File: src/rtl/tinyalu_pkg.sv
// -----------------------------------------------------------------------------
// tinyalu_pkg
//   Shared types for the ALU command sequencer:
//     operation_t  - 3-bit ALU operation code carried with every command
//     seq_state_t  - sequencer FSM states
//   decode_op() folds the unused codes (101, 110) onto no_op so the rest of the
//   design only ever sees legal operation_t values.
// -----------------------------------------------------------------------------
package tinyalu_pkg;

  typedef enum logic [2:0] {
    no_op  = 3'b000,
    add_op = 3'b001,
    and_op = 3'b010,
    xor_op = 3'b011,
    mul_op = 3'b100,
    rst_op = 3'b111
  } operation_t;

  typedef enum logic [2:0] {
    IDLE = 3'd0,
    BUSY = 3'd1,
    NOP  = 3'd2,
    RST  = 3'd3,
    RESP = 3'd4
  } seq_state_t;

  // Map a raw command code onto operation_t; unused codes behave as no_op.
  function automatic operation_t decode_op(input logic [2:0] code);
    operation_t op_v;
    case (code)
      3'b001:  op_v = add_op;
      3'b010:  op_v = and_op;
      3'b011:  op_v = xor_op;
      3'b100:  op_v = mul_op;
      3'b111:  op_v = rst_op;
      default: op_v = no_op;
    endcase
    return op_v;
  endfunction

  // True for operations that run on the ALU and wait for done.
  function automatic logic is_alu_op(input operation_t op_v);
    return (op_v == add_op) || (op_v == and_op) ||
           (op_v == xor_op) || (op_v == mul_op);
  endfunction

endpackage

File: src/rtl/alu_cmd_fifo.sv
// -----------------------------------------------------------------------------
// alu_cmd_fifo
//   Order-preserving command queue of DEPTH entries (DEPTH a power of two).
//   Each entry holds {op, a, b}. The head entry is presented combinationally so
//   the sequencer can load it in the same edge that pops it.
//
// Ports
//   clk, reset_n            clock, asynchronous active-low reset
//   push, push_a/b/op       write request and entry fields
//   ready                   high while count < DEPTH (no pop bypass)
//   pop                     remove head entry (ignored when empty)
//   head_a, head_b, head_op current head entry
//   count                   occupancy, 0..DEPTH
// -----------------------------------------------------------------------------
module alu_cmd_fifo #(
  parameter int WIDTH = 8,
  parameter int DEPTH = 4
) (
  input  logic                     clk,
  input  logic                     reset_n,
  input  logic                     push,
  input  logic [WIDTH-1:0]         push_a,
  input  logic [WIDTH-1:0]         push_b,
  input  logic [2:0]               push_op,
  output logic                     ready,
  input  logic                     pop,
  output logic [WIDTH-1:0]         head_a,
  output logic [WIDTH-1:0]         head_b,
  output logic [2:0]               head_op,
  output logic [$clog2(DEPTH):0]   count
);

  localparam int AW    = $clog2(DEPTH);
  localparam int CNT_W = AW + 1;
  localparam int EW    = 2 * WIDTH + 3;

  logic [EW-1:0]    mem_q [DEPTH];
  logic [AW-1:0]    wr_ptr_q, wr_ptr_d;
  logic [AW-1:0]    rd_ptr_q, rd_ptr_d;
  logic [CNT_W-1:0] count_q, count_d;
  logic             push_ok;
  logic             pop_ok;

  assign ready   = (count_q < CNT_W'(DEPTH));
  assign push_ok = push && ready;
  assign pop_ok  = pop && (count_q != '0);

  assign {head_op, head_a, head_b} = mem_q[rd_ptr_q];
  assign count = count_q;

  // Pointers are exactly AW bits wide, so they wrap modulo DEPTH for free.
  always_comb begin
    wr_ptr_d = wr_ptr_q;
    rd_ptr_d = rd_ptr_q;
    count_d  = count_q;
    if (push_ok) begin
      wr_ptr_d = wr_ptr_q + AW'(1);
    end
    if (pop_ok) begin
      rd_ptr_d = rd_ptr_q + AW'(1);
    end
    case ({push_ok, pop_ok})
      2'b10:   count_d = count_q + CNT_W'(1);
      2'b01:   count_d = count_q - CNT_W'(1);
      default: count_d = count_q;
    endcase
  end

  always_ff @(posedge clk or negedge reset_n) begin
    if (!reset_n) begin
      wr_ptr_q <= '0;
      rd_ptr_q <= '0;
      count_q  <= '0;
    end else begin
      wr_ptr_q <= wr_ptr_d;
      rd_ptr_q <= rd_ptr_d;
      count_q  <= count_d;
    end
  end

  // Storage carries no reset: occupancy alone decides what is valid.
  always_ff @(posedge clk) begin
    if (push_ok) begin
      mem_q[wr_ptr_q] <= {push_op, push_a, push_b};
    end
  end

endmodule

File: src/rtl/alu_cmd_sequencer.sv
// -----------------------------------------------------------------------------
// alu_cmd_sequencer
//   Queues ALU commands and issues them one at a time to a start/done ALU,
//   returning one response per command over a valid/ready handshake.
//
// Ports
//   clk, reset_n                       clock, asynchronous active-low reset
//   cmd_valid/cmd_ready, cmd_a/b/op    command input (queued in alu_cmd_fifo)
//   A, B, op, start, alu_rst_n         registered drive to the ALU
//   done, result                       ALU completion, sampled only in BUSY
//   rsp_valid/rsp_ready                response handshake
//   rsp_result, rsp_op, rsp_err        response payload (err = ALU timeout)
//   fifo_count                         current queue occupancy
//
// Command flow
//   ALU ops (add/and/xor/mul): start held high until done or TIMEOUT edges.
//   no_op (and unused codes):  start pulsed for one cycle, result 0.
//   rst_op:                    alu_rst_n driven low for two cycles, result 0.
// -----------------------------------------------------------------------------
module alu_cmd_sequencer
  import tinyalu_pkg::*;
#(
  parameter int WIDTH   = 8,
  parameter int DEPTH   = 4,
  parameter int TIMEOUT = 15
) (
  input  logic                    clk,
  input  logic                    reset_n,
  input  logic                    cmd_valid,
  output logic                    cmd_ready,
  input  logic [WIDTH-1:0]        cmd_a,
  input  logic [WIDTH-1:0]        cmd_b,
  input  logic [2:0]              cmd_op,
  output logic [WIDTH-1:0]        A,
  output logic [WIDTH-1:0]        B,
  output logic [2:0]              op,
  output logic                    start,
  input  logic                    done,
  input  logic [2*WIDTH-1:0]      result,
  output logic                    alu_rst_n,
  output logic                    rsp_valid,
  input  logic                    rsp_ready,
  output logic [2*WIDTH-1:0]      rsp_result,
  output logic [2:0]              rsp_op,
  output logic                    rsp_err,
  output logic [$clog2(DEPTH):0]  fifo_count
);

  // Timer covers 0..TIMEOUT-1 in BUSY and 0..1 in RST.
  localparam int TW = $clog2(TIMEOUT + 1);

  // Queue
  logic             fifo_push;
  logic             fifo_pop;
  logic [WIDTH-1:0] head_a;
  logic [WIDTH-1:0] head_b;
  logic [2:0]       head_op;
  operation_t       head_op_norm;

  // Sequencer state and registered outputs
  seq_state_t         state_q, state_d;
  logic [WIDTH-1:0]   a_q, a_d;
  logic [WIDTH-1:0]   b_q, b_d;
  operation_t         op_q, op_d;
  logic               start_q, start_d;
  logic               alu_rst_n_q, alu_rst_n_d;
  logic               rsp_valid_q, rsp_valid_d;
  logic [2*WIDTH-1:0] rsp_result_q, rsp_result_d;
  operation_t         rsp_op_q, rsp_op_d;
  logic               rsp_err_q, rsp_err_d;
  logic [TW-1:0]      timer_q, timer_d;

  assign fifo_push    = cmd_valid && cmd_ready;
  assign head_op_norm = decode_op(head_op);

  alu_cmd_fifo #(
    .WIDTH (WIDTH),
    .DEPTH (DEPTH)
  ) u_fifo (
    .clk     (clk),
    .reset_n (reset_n),
    .push    (fifo_push),
    .push_a  (cmd_a),
    .push_b  (cmd_b),
    .push_op (cmd_op),
    .ready   (cmd_ready),
    .pop     (fifo_pop),
    .head_a  (head_a),
    .head_b  (head_b),
    .head_op (head_op),
    .count   (fifo_count)
  );

  always_comb begin
    state_d      = state_q;
    a_d          = a_q;
    b_d          = b_q;
    op_d         = op_q;
    start_d      = start_q;
    alu_rst_n_d  = alu_rst_n_q;
    rsp_valid_d  = rsp_valid_q;
    rsp_result_d = rsp_result_q;
    rsp_op_d     = rsp_op_q;
    rsp_err_d    = rsp_err_q;
    timer_d      = timer_q;
    fifo_pop     = 1'b0;

    case (state_q)
      IDLE: begin
        // Releases the ALU reset on the first edge after reset_n deasserts.
        alu_rst_n_d = 1'b1;
        start_d     = 1'b0;
        if (fifo_count != '0) begin
          fifo_pop = 1'b1;
          a_d      = head_a;
          b_d      = head_b;
          op_d     = head_op_norm;
          timer_d  = '0;
          if (head_op_norm == rst_op) begin
            state_d     = RST;
            alu_rst_n_d = 1'b0;
          end else if (is_alu_op(head_op_norm)) begin
            state_d = BUSY;
            start_d = 1'b1;
          end else begin
            state_d = NOP;
            start_d = 1'b1;
          end
        end
      end

      BUSY: begin
        // done wins over a timeout falling on the same edge.
        if (done) begin
          start_d      = 1'b0;
          rsp_result_d = result;
          rsp_err_d    = 1'b0;
          rsp_op_d     = op_q;
          rsp_valid_d  = 1'b1;
          state_d      = RESP;
        end else if (timer_q == TW'(TIMEOUT - 1)) begin
          start_d      = 1'b0;
          rsp_result_d = '0;
          rsp_err_d    = 1'b1;
          rsp_op_d     = op_q;
          rsp_valid_d  = 1'b1;
          state_d      = RESP;
        end else begin
          timer_d = timer_q + TW'(1);
        end
      end

      NOP: begin
        start_d      = 1'b0;
        rsp_result_d = '0;
        rsp_err_d    = 1'b0;
        rsp_op_d     = op_q;
        rsp_valid_d  = 1'b1;
        state_d      = RESP;
      end

      RST: begin
        // alu_rst_n already low for the entry cycle; hold it one more.
        if (timer_q == '0) begin
          timer_d = TW'(1);
        end else begin
          alu_rst_n_d  = 1'b1;
          rsp_result_d = '0;
          rsp_err_d    = 1'b0;
          rsp_op_d     = op_q;
          rsp_valid_d  = 1'b1;
          state_d      = RESP;
        end
      end

      RESP: begin
        if (rsp_ready) begin
          rsp_valid_d = 1'b0;
          state_d     = IDLE;
        end
      end

      default: begin
        state_d     = IDLE;
        start_d     = 1'b0;
        rsp_valid_d = 1'b0;
      end
    endcase
  end

  always_ff @(posedge clk or negedge reset_n) begin
    if (!reset_n) begin
      state_q      <= IDLE;
      a_q          <= '0;
      b_q          <= '0;
      op_q         <= no_op;
      start_q      <= 1'b0;
      alu_rst_n_q  <= 1'b0;
      rsp_valid_q  <= 1'b0;
      rsp_result_q <= '0;
      rsp_op_q     <= no_op;
      rsp_err_q    <= 1'b0;
      timer_q      <= '0;
    end else begin
      state_q      <= state_d;
      a_q          <= a_d;
      b_q          <= b_d;
      op_q         <= op_d;
      start_q      <= start_d;
      alu_rst_n_q  <= alu_rst_n_d;
      rsp_valid_q  <= rsp_valid_d;
      rsp_result_q <= rsp_result_d;
      rsp_op_q     <= rsp_op_d;
      rsp_err_q    <= rsp_err_d;
      timer_q      <= timer_d;
    end
  end

  assign A          = a_q;
  assign B          = b_q;
  assign op         = op_q;
  assign start      = start_q;
  assign alu_rst_n  = alu_rst_n_q;
  assign rsp_valid  = rsp_valid_q;
  assign rsp_result = rsp_result_q;
  assign rsp_op     = rsp_op_q;
  assign rsp_err    = rsp_err_q;

endmodule

File: config.mk
export PLATFORM = sky130hd
export DESIGN_NAME = alu_cmd_sequencer
export DESIGN_NICKNAME = d
export VERILOG_FILES = /design/src/rtl/tinyalu_pkg.sv /design/src/rtl/alu_cmd_fifo.sv /design/src/rtl/alu_cmd_sequencer.sv
export SDC_FILE = /design/constraint.sdc
export NUM_CORES = 1
export LEC_CHECK = 0
export ABC_AREA = 1
export CAP_MARGIN = 20
export CORE_MARGIN = 2
export CORE_UTILIZATION = 45
export DETAILED_ROUTE_END_ITERATION = 7
export HOLD_SLACK_MARGIN = 0.05
export PLACE_DENSITY = 0.81
export SYNTH_ARGS = -nofsm -noshare
export SYNTH_HDL_FRONTEND = slang
export SYNTH_SLANG_ARGS = --single-unit
File: constraint.sdc
create_clock -name clk -period 2.1 [get_ports clk]
set_clock_uncertainty 0.05 [all_clocks]
set_input_delay 0.42 -clock clk [delete_from_list [all_inputs] [get_ports clk]]
set_output_delay 0.42 -clock clk [all_outputs]
set_load 0.02 [all_outputs]
# After elaboration in Yosys (flattened, before gate mapping)
# Memory sizes are Yosys's and may differ from the RTL's.
# Cells that the tools add are included.
dict set report word_totals {
  reg_bits 56
  latchBits 0
  ram_bits 76
  mem_bits_ro 0
  inputBits 40
  output_inout_bits 46
  elab_cells 110
  memories 1
}
dict set report op_classes {
  n_addsub 5
  n_mul 0
  n_div 0
  order_cmp 1
  eq_ne 24
  n_shift 0
  mux 42
  bitwise 2
  n_reduce_logical 21
}
# memory depth width rd rd_ports_with_merged_regs write_ports line_no
set memory_table {}
lappend memory_table {u_fifo.mem_q 4 19 1 0 1 alu_cmd_fifo.sv:37} ;# logic [EW-1:0] mem_q [DEPTH];
# op n
set op_table {}
lappend op_table {{16-bit two-way mux} 3}
lappend op_table {{16-bit one-hot mux with 3 select lines} 1}
lappend op_table {{3-bit one-hot mux with 5 select lines} 2}
lappend op_table {{3-bit two-way mux} 8}
lappend op_table {{3-bit by 2-bit equality test with 1-bit output, second input constant} 6}
lappend op_table {{4-bit two-way mux} 4}
lappend op_table {{3-bit equality test, second input constant} 5}
lappend op_table {{1-bit two-way mux} 15}
lappend op_table {{2-bit != test, second input constant} 6}
lappend op_table {{4-bit one-hot mux with 3 select lines} 1}
lappend op_table {{3-bit by 1-bit equality test with 1-bit output, second input constant} 3}
lappend op_table {{3-bit one-hot mux with 3 select lines} 1}
lappend op_table {{3-bit nonzero test} 3}
lappend op_table {{4-bit AND reduction} 2}
lappend op_table {{1-bit one-hot mux with 3 select lines} 2}
lappend op_table {{3-bit one-hot mux with 2 select lines} 1}
lappend op_table {{2-bit AND reduction} 3}
lappend op_table {{1-bit one-hot mux with 5 select lines} 1}
lappend op_table {{5-bit AND reduction} 1}
lappend op_table {{2-bit by 1-bit adder with 2-bit output, second input constant} 2}
lappend op_table {{4-bit by 1-bit adder with 4-bit output, second input constant} 1}
lappend op_table {{4-bit equality test, second input constant} 1}
lappend op_table {{4-bit zero test} 1}
lappend op_table {{2-bit two-way mux} 2}
lappend op_table {{14 further kinds} 20}

# Longest topological paths before layout
# An unclocked memory read counts as a cell.
dict set report depth {
  depth_word 11
  mapped_depth 11
  ltp_nobuf 10
}

# Cells and area by module
# A second synthesis with hierarchy kept.
dict set report hier_totals {
  hier_cells 583
  area_unflattened_um2 5949.5
}
# mod n_inst cells_each area_each_um2 seq_area_each_um2
set by_module_without_submodules {}
lappend by_module_without_submodules {alu_cmd_fifo 1 277 3594.7 2457.4}
lappend by_module_without_submodules {alu_cmd_sequencer 1 306 2354.8 1226.2}

# Worst setup path before layout
# OpenSTA, ideal clock, no wires.
dict set report synth_path {
  path_kind {reg-to-reg}
  from {register u_fifo.count_q[2], in the netlist u_fifo.count[2]}
  to {register u_fifo.count_q[2], in the netlist u_fifo.count[2]}
  setup_time_ns 0.132
  arrival_ns 2.081
  path_slack_ns -0.163
  path_stages_with_launch 12
  n_path_buf 1
  synth_period_minus_slack_ns 2.263
  cell_sequence {dfrtp_1 -> inv_1 -> nand3_1 -> nand3_1 -> inv_2 -> buf_2 -> ha_1 -> inv_1 -> fa_1 -> a21oi_1 -> o21ai_0 -> xor2_1}
}
dict set report synth_via {
  word_cells_on_any_way 13
}
# element line_no
set synth_lines {}
lappend synth_lines {{start, declared} alu_cmd_fifo.sv:40} ;# logic [CNT_W-1:0] count_q, count_d;
lappend synth_lines {{start signal, assigned} alu_cmd_fifo.sv:77} ;# count_q <= count_d;
lappend synth_lines {{3-bit less-than comparator *} alu_cmd_fifo.sv:44} ;# assign ready = (count_q < CNT_W'(DEPTH));
lappend synth_lines {{via cmd_ready} alu_cmd_sequencer.sv:30} ;# output logic cmd_ready,
lappend synth_lines {{1-bit logical AND} alu_cmd_sequencer.sv:73} ;# assign fifo_push = cmd_valid && cmd_ready;
lappend synth_lines {{1-bit logical AND *} alu_cmd_fifo.sv:45} ;# assign push_ok = push && ready;
lappend synth_lines {{2-bit by 1-bit equality test with 1-bit output / 2-bit equality test (equally long branches)} alu_cmd_fifo.sv:62} ;# case ({push_ok, pop_ok})
lappend synth_lines {{3-bit one-hot mux with 2 select lines / 2-bit nonzero test (equally long branches)} --}
# The timed path passes the listed nets; every way through them passes the cells marked *.
# A chain may end at the register's enable or synchronous reset.

# Final worst setup path
dict set report layout_path {
  from {register u_fifo.count_q[2], in the netlist u_fifo.count[2]}
  to {output cmd_ready}
}
dict set report layout_via {
  elab_chain_cells 1
}
# element line_no
set layout_lines {}
lappend layout_lines {{3-bit less-than comparator} alu_cmd_fifo.sv:44}
lappend layout_lines {{end, declared} alu_cmd_sequencer.sv:30}
# No other way between the ends.

==> results.tsv <==
metric	value	unit
I/O pins	86	
total gr overflow	0	
CTS Buffer Depth	2	
Buf/Inv on CP	2	
Slowest-stage cell, CP	clkdlybuf4s50_1	
RSZ-0062 raised after global routing	no	
Cell Area, Placed	6470	um2
Area Growth Syn to Fin	31.7	%
Slew @ Worst Pin	0.620	ns
nature of the critical path endpoint	primary output	
Arrival @ worst endpoint	1.51	ns
status	complete, but fails checks	
antenna-violating nets left	0	
detailed-route wire length per cell	15.3	um
Max FO, Critical Path	4	
Synth warnings	0	
Critical Path RT	1.63	ns
cell count after synthesis	488	
Pins Over Slew Limit	0	
largest net degree at the start of global routing	43	
Setup TNS Final	0	ns
pwr/cell area	1530	nW/um2
Hold Path Class	flop to flop	
share of layout cells above drive strength 1	0.118	
Final Hold Fails	0	
1st-iter DRT viols	245	
CTS Sinks	132	
Final nets	637	
DRC viols	9	
routability congestion estimate	0.813	
Final Cell Area	7070	um2
number of distinct library cells after synthesis	28	
flop and latch count out of synthesis	132	
Setup CP Type	flop to primary output	
slowest stage delay, CP	0.60	ns
Max Cap Violations	0	
CTS tree	yes	
Starting Density	0.466	
violated checks	DRC	
vias post-DR	3823	
initial antenna violation count	0	
Die ar.	12800	um2
clk slew on worst S/H paths	0.06	ns
Seq/Total Area, Yosys	0.687	
fin crit share	0.942	
quantity of I/O buffers inserted on ports	85	
clock root buffer	clkbuf_16	
diode count	0	
first-pass GRT wire length	18.6	mm
Worst setup SP type	flop	
Num CTS Buffers	17	
Fmax achieved	506	MHz
Min Hold Slack	0.431	ns
synthesized area	5360	um2
Peak VDD IR	0.726	mV
Leakage	2.82	nW
CP Cell Sequence	inv_2 > clkdlybuf4s50_1	
dpl hpwl	7.31	mm
floorplan row count	39	
total track usage	0.189	
Clock Latency Late Sink	0.42	ns
Slew HR	0.587	
drt first pass iters	6	
Synth Net Count	537	
final wirelength	11.4	mm
DR vias/cell	5.14	
synthesized area per cell	11.0	um2
H-tree depth	4	
core area	11500	um2
Min Clock Period, post-route	1.98	ns
vias in the first global route	3849	
Die Span X	113	um
Setup-failing EPs final	0	
die height	113	um
delay-heaviest family, CP	buffers and inverters	
-- through the flow --
step / util / cells / total power [mW] / setup WS, ns
2_1_floorplan: - / 488 / 6.43 / 0.0142
3_3_place_gp: 0.562 / 711 / 7.78 / 0.0365
3_5_place_dp: 0.562 / 711 / 7.97 / 0.0356
4_1_cts: 0.614 / 744 / 10.9 / 0.100
5_1_grt: 0.614 / 744 / 11.5 / 0.00976
6_report: 0.614 / 744 / 10.8 / 0.122
-- Yosys cell counts, drive strengths merged --
| library cell | number | area (um2) |
|---|---|---|
| ha | 8 | 100 |
| a31oi | 16 | 100 |
| nand2 | 85 | 332 |
| nor3 | 1 | 5.00 |
| nor2 | 95 | 369 |
| nand3 | 20 | 100 |
| xnor2 | 1 | 8.76 |
| o22ai | 1 | 6.26 |
| xor2 | 5 | 43.8 |
| buf | 16 | 100 |
| edfxtp | 76 | 2280 |
| clkbuf | 5 | 18.8 |
| nand3b | 1 | 7.51 |
| inv | 32 | 120 |
| a21oi | 5 | 28.8 |
| fa | 1 | 20.0 |
| dfrtp | 56 | 1400 |
| o21ai | 64 | 320 |
-- flip-flops by register name, indices dropped and copies added (netlist names) --
| name | flops |
|---|---|
| A | 8 |
| B | 8 |
| alu_rst_n | 1 |
| op | 3 |
| rsp_err | 1 |
| rsp_op | 3 |
| rsp_result | 16 |
| rsp_valid | 1 |
| start | 1 |
| state_q | 3 |
| timer_q | 4 |
| u_fifo.count | 3 |
| u_fifo.mem_q | 76 |
| u_fifo.rd_ptr_q | 2 |
| u_fifo.wr_ptr_q | 2 |
-- per-layer routing --
metal	vias up	GRT usage	wire length, um
li1	1842	-	-
met1	1840	0.229	4830
met2	121	0.319	5610
met3	20	0.0562	807
met4	0	0.0772	164
met5	-	0	0
-- final cells by class --
| class | count | area [um2] |
|---|---|---|
| Clock buffer | 17 | 425 |
| Tap cell | 143 | 179 |
| Sequential cell | 132 | 3690 |
| Timing Repair Buffer | 102 | 1040 |
| Clock inverter | 15 | 160 |
| Fill cell | 922 | 4450 |
| Inverter | 32 | 120 |
| Multi-Input combinational cell | 303 | 1450 |
-- worst register-to-register path: cells and delay by family (launching register included) --
kind / cells / cell delay [ns]
XOR/XNOR: 1 / 0.15
adder cells (fa/ha/maj): 2 / 0.52
AND/OR/NAND/NOR: 2 / 0.30
flip-flops: 1 / 0.43
AO/OA/AOI/OAI: 2 / 0.25
buffers and inverters: 2 / 0.16
-- worst paths after layout --
| path | depth (start not counted) | endpoint | startpoint | slack, ns |
|---|---|---|---|---|
| setup reg to reg | 9 | u_fifo.count[2] | state_q[0] | 0.13 |
| min in group asynchronous | 2 | rsp_result[14] | reset_n | 0.52 |
| setup / recovery | 2 | cmd_ready | u_fifo.count[2] | 0.12 |
| max in group asynchronous | 3 | u_fifo.count[2] | reset_n | 0.88 |
| hold reg to reg | 2 | rsp_op[0] | rsp_op[0] | 0.43 |
| hold / removal | 2 | rsp_op[0] | rsp_op[0] | 0.43 |
-- placed cells by master, fill, tap and decap left out --
cell type        synthesis  final
inv_2                    5      6
nand2_4                  1      1
bufinv_16                0      1
inv_8                    0      5
dfrtp_1                 56     52
nand3b_1                 1      1
o21ai_0                 46     46
nor2_1                  92     87
xor2_1                   5      5
nand2_1                 82     82
clkinvlp_4               0      1
clkinv_2                 0      1
dfrtp_2                  0      4
fa_1                     1      1
nand3_1                 20     20
xnor2_1                  1      1
clkdlybuf4s50_1          0     84
buf_12                   0      5
inv_6                    0      4
buf_2                   11      1
edfxtp_1                76     76
dlygate4sd3_1            0      1
a21oi_2                  1      1
buf_4                    1     11
ha_1                     8      8
o22ai_1                  1      1
a31oi_1                 16     16
clkbuf_16                0     17
a21oi_1                  4      4
nor2_4                   1      1
clkinv_4                 0      3
inv_1                   27     26
nor3_1                   1      1
o21ai_1                 18     18
nand2_2                  2      2
nor2_2                   2      7
-- cells by family after synthesis --
kind of cell | after synthesis | synth area share
compound gates | 86 | 0.0849
xor+xnor | 6 | 0.00980
buf+inv | 53 | 0.0446
flops | 132 | 0.687
fa+ha+maj | 9 | 0.0224
simple gates | 202 | 0.152
-- timing repair --
item / 4_1_cts / 5_1_grt
buffers inserted: 0 / 0
hold buffers: 1 / 0
endpoints found under the hold margin: 22 / 0
endpoints found under the setup margin: 0 / 0
resized for setup: 0 / 0
-- report_power, final --
| group | switching (mW) | total [mW] | internal [mW] |
|---|---|---|---|
| Combinational | 2.55 | 4.16 | 1.61 |
| Sequential | 0.325 | 3.76 | 3.43 |
| Clock | 1.22 | 2.90 | 1.68 |
| Total | 4.10 | 10.8 | 6.72 |
Note: power is estimated with default switching activity, not from simulation.
==> edit 1, RTL diff (same flow settings) <==
Set the parameter `TIMEOUT` to 16 (it was 15).
--- a/src/rtl/alu_cmd_sequencer.sv
+++ b/src/rtl/alu_cmd_sequencer.sv
@@ -22,7 +22,7 @@
 #(
   parameter int WIDTH   = 8,
   parameter int DEPTH   = 4,
-  parameter int TIMEOUT = 15
+  parameter int TIMEOUT = 16
 ) (
   input  logic                    clk,
   input  logic                    reset_n,
Check against the original RTL: same outputs for any inputs over 4 cycles, from zero or initial values and one cycle with reset_n low; that may be too few to reach the edited logic, so the function may still have changed.
==> edit 1 against the unedited design <==
Wire length rose by 1.4%. Sequential cell count up 1. Register-to-register slack better by 20 ps. Design area grew 1.6%. Non-clock buffer count is the same. Power increased by 2.6%. Critical path type unchanged. Area after synthesis grew 0.79%. Via count rose by 0.71%. Worst hold slack about the same. Synthesized cell count increased by 1.4%. Global-route usage fell by 0.12 points. Setup slack improved by 9.2 ps.
==> edit 1: results <==
[detailed_routing]
drt_iter0_markers = 213
wl_mm = 11.57
drt_pass1_iterations = 5
dr_total_vias = 3850

[synthesis]
yosysWarnings = 0
syn_inst = 495
ys.flop_type = edfxtp_1
synth-xor-area-share = 0.009720
synth_fa_ha_area_frac = 0.02222
synthDistinctLibCells = 28
synth_nets = 544
yosysSeqAreaShare = 0.6860
ys_async_sr_fraction = 0.4286
synth-edff-count = 76
yosys-top-cells-count = 95 x nor2_1, 87 x nand2_1, 76 x edfxtp_1
synth.area.top_cells = edfxtp_1 42%, dfrtp_1 26%, nor2_1 6.6%
synth.area.mux_share = 0
synth_compound_area_frac = 0.08609

[layout]
n_antenna_cell = 0
nets = 646
instances_no_fill = 757
largest_reg_flops = 76
regMostFlops = u_fifo.mem_q
drive_gt1_frac = 0.1148

[grt]
grt_pass1_vias = 4039
grt_pass1_wl_mm = 18.63
grt_max_degree = 43
grt_usage = 0.1880
antenna_found_initial = 0

[sta]
max_slew.worst_pin.slew_ps = 677.7

[clock_network]
post_cts.repair.setup_buffers = 0
cts_max_level = 4
cts.path.max_buffers = 2
cts_inserted_buffers = 17
cts_root_buffer = clkbuf_16
cts.clk_slew.worst_paths_ps = 60
clock_latency_ps = 410

[critical_path]
reg2regPathDepth = 10
worstSetupPathType = flop to output port
crit_fanout = 4
arrival_ps = 1500
crit_start = u_fifo.count[2]
r2r-start = u_fifo.count[0]

[placed_design]
place_congestion = 0.7726
dp_hpwl_mm = 7.165
port_buffers = 85
dp.cells = 722
place_ws_ps = -4.809
placed_area_um2 = 6513

[power_and_ir_drop]
peakVddDrop_uv = 1095
p_leak_nw = 2.887

[hold_path]
hold_path_class = input pin to asynchronous set/reset pin

[status]
status = completed
[edit 1: stage by stage]
step                      hold WS, ps  setup TNS, ps
after floorplan                 74.41              0
after global placement          336.2              0
after detailed placement        333.9         -4.809
after CTS                       437.7              0
after global routing            459.9              0
final                           430.8              0
[edit 1: routing by layer]
metal,routed length (µm),GRT usage,part of all wire
met1,4814,0.2158,0.42
met2,5931,0.3341,0.51
met3,743,0.06589,0.064
met4,83,0.05366,0.0072
met5,0,0,0
[edit 1: worst paths after layout]
kind                       slack [ps]               to
max                               130        cmd_ready
min                               430             B[5]
max reg2reg                       150  u_fifo.count[2]
min reg2reg                       430   rsp_result[13]
max in group asynchronous        1000             A[6]
min in group clk                  430   rsp_result[13]
[edit 1: logic make-up after synthesis]
logic type,Yosys count
AO/OA/AOI/OAI,88
XOR/XNOR,6
adder cells (fa/ha/maj),9
buffers and inverters,53
flip-flops,133
AND/OR/NAND/NOR,206
[edit 1: timing repair]
item,CTS,global route
gates resized for setup,0,5
hold endpoints to repair,15,0
setup endpoints to repair,0,23
hold buffers,1,0
[edit 1: cell type report]
| type | instances | area, µm² |
|---|---|---|
| clock buffer | 17 | 425.4 |
| sequential | 133 | 3712 |
| tap | 147 | 183.9 |
| inverter | 32 | 120.1 |
| multi-input combinational | 311 | 1519 |
| timing repair buffer | 102 | 1026 |
| clock inverter | 15 | 188.9 |
| fill | 907 | 4686 |
[edit 1: critical path, stage by stage, from the launching register on]
cell,delay (ps)
dfrtp_2,410
inv_2,80
clkdlybuf4s50_1,600
[edit 1: power breakdown]
part / switching, W / total, W / internal, W
logic: 0.00262 / 0.00426 / 0.00164
registers: 0.000331 / 0.00380 / 0.00346
clock network: 0.00115 / 0.00305 / 0.00190
total: 0.00410 / 0.0111 / 0.00700
==> edit 2, RTL diff (same flow settings) <==
Without the edit above. Take the reset off `a_q`, `b_q` and `rsp_result_q` and load them in a clocked block of their own.
--- a/src/rtl/alu_cmd_sequencer.sv
+++ b/src/rtl/alu_cmd_sequencer.sv
@@ -191,29 +191,29 @@
   always_ff @(posedge clk or negedge reset_n) begin
     if (!reset_n) begin
       state_q      <= IDLE;
-      a_q          <= '0;
-      b_q          <= '0;
       op_q         <= no_op;
       start_q      <= 1'b0;
       alu_rst_n_q  <= 1'b0;
       rsp_valid_q  <= 1'b0;
-      rsp_result_q <= '0;
       rsp_op_q     <= no_op;
       rsp_err_q    <= 1'b0;
       timer_q      <= '0;
     end else begin
       state_q      <= state_d;
-      a_q          <= a_d;
-      b_q          <= b_d;
       op_q         <= op_d;
       start_q      <= start_d;
       alu_rst_n_q  <= alu_rst_n_d;
       rsp_valid_q  <= rsp_valid_d;
-      rsp_result_q <= rsp_result_d;
       rsp_op_q     <= rsp_op_d;
       rsp_err_q    <= rsp_err_d;
       timer_q      <= timer_d;
     end
+  end
+
+  always_ff @(posedge clk) begin
+    a_q          <= a_d;
+    b_q          <= b_d;
+    rsp_result_q <= rsp_result_d;
   end
 
   assign A          = a_q;
Behaviour: differs if reset_n is asserted again (counterexample within 4 cycles, from zero or initial values and one cycle with reset_n low); with reset_n held inactive, the same outputs for 10 cycles.
==> edit 2 against the unedited design <==
The flow still finishes with violations (DRC). Wire length shrank 4.7%. First-iteration DRC count grew 6.1%. Worst hold slack lost 99 ps. Design area grew 0.51%. Highest routed layer unchanged. Sequential cell count is the same. Largest power group unchanged. Power grew 1.7%. Die area shrank 0.40%. Area after synthesis shrank 0.42%. Setup slack lost 52 ps. Global-route usage shrank 1.5 points. Largest cell class unchanged. Maximum frequency shrank 2.6%. Critical path type unchanged.
==> edit 2: results <==
[status]
status = complete, but fails checks
failed_checks = DRC

[layout]
clockNetworkAreaShare = 0.08016
multi_input_area_share = 0.1748
nets = 584
seq_area_um2 = 3844
nMultiInputCombCells = 227
seq_area_frac = 0.5412
fillCellCount = 867
signal_buffers = 107
inv_count = 50
nonClkBufAreaFrac = 0.1519
drive_gt1_frac = 0.1788

[power_and_ir_drop]
peakVddDrop_uv = 648.4
p_leak_nw = 2.764

[synthesis]
yosysSeqAreaShare = 0.7196
synth-edff-count = 108
synth_fa_ha_area_frac = 0.02249
synth.area.top_cells = edfxtp_1 61%, dfrtp_1 11%, nor2_1 4.4%
synth_compound_area_frac = 0.07285
ys_async_sr_fraction = 0.1818
synth-xor-area-share = 0.009838

[critical_path]
crit_path_max_incr_delay_ps = 630
reg2regPathDepth = 11
crit_fanout = 5
arrival_ps = 1560

[grt]
grt_usage = 0.1741
grt_pass1_wl_mm = 17.22
globalRouteMet3Util = 0.05035
grt_max_degree = 26
grt_pass1_vias = 3594
use_met1 = 0.2107
use_met2 = 0.2956

[placed_design]
dp_hpwl_mm = 7.143
place_congestion = 0.8121
dp.cells = 658
placed_area_um2 = 6518
place_ws_ps = 29.53

[detailed_routing]
drt_iter0_markers = 260
routed_via_density = 5.078
dr_total_vias = 3509
drt_pass1_iterations = 7
drc = 11
avgRoutedWirePerCell_um = 15.74

[hold_path]
hold_path_class = input pin to asynchronous set/reset pin

[clock_network]
cts_max_level = 4

[sta]
slew_headroom = 0.6664
-- edit 2: timing repair --
action | 4_1_cts | 5_1_grt
gates resized for setup | 0 | 4
buffers inserted | 0 | 1
endpoints found under the setup margin | 0 | 1
-- edit 2: path summary, 6_finish.rpt --
check / from / endpoint / slack, ps
worst max-delay path: u_fifo.count[2] / cmd_ready / 70
worst min-delay path: reset_n / timer_q[2] / 330
worst max register to register: state_q[0] / u_fifo.count[2] / 150
worst min register to register: rsp_op[2] / rsp_op[2] / 430
max in group asynchronous: reset_n / state_q[1] / 1410
min in group clk: rsp_op[2] / rsp_op[2] / 430
-- edit 2: power by group --
group	switching, W	internal [W]
Clock	0.00116	0.00166
Combinational	0.00256	0.00167
Sequential	0.000252	0.00371
Total	0.00397	0.00704
-- edit 2: per-layer routing --
metal	wire length [µm]	share of wire
met1	4472	0.41
met5	0	0
met4	97	0.0089
met2	5610	0.52
met3	694	0.064
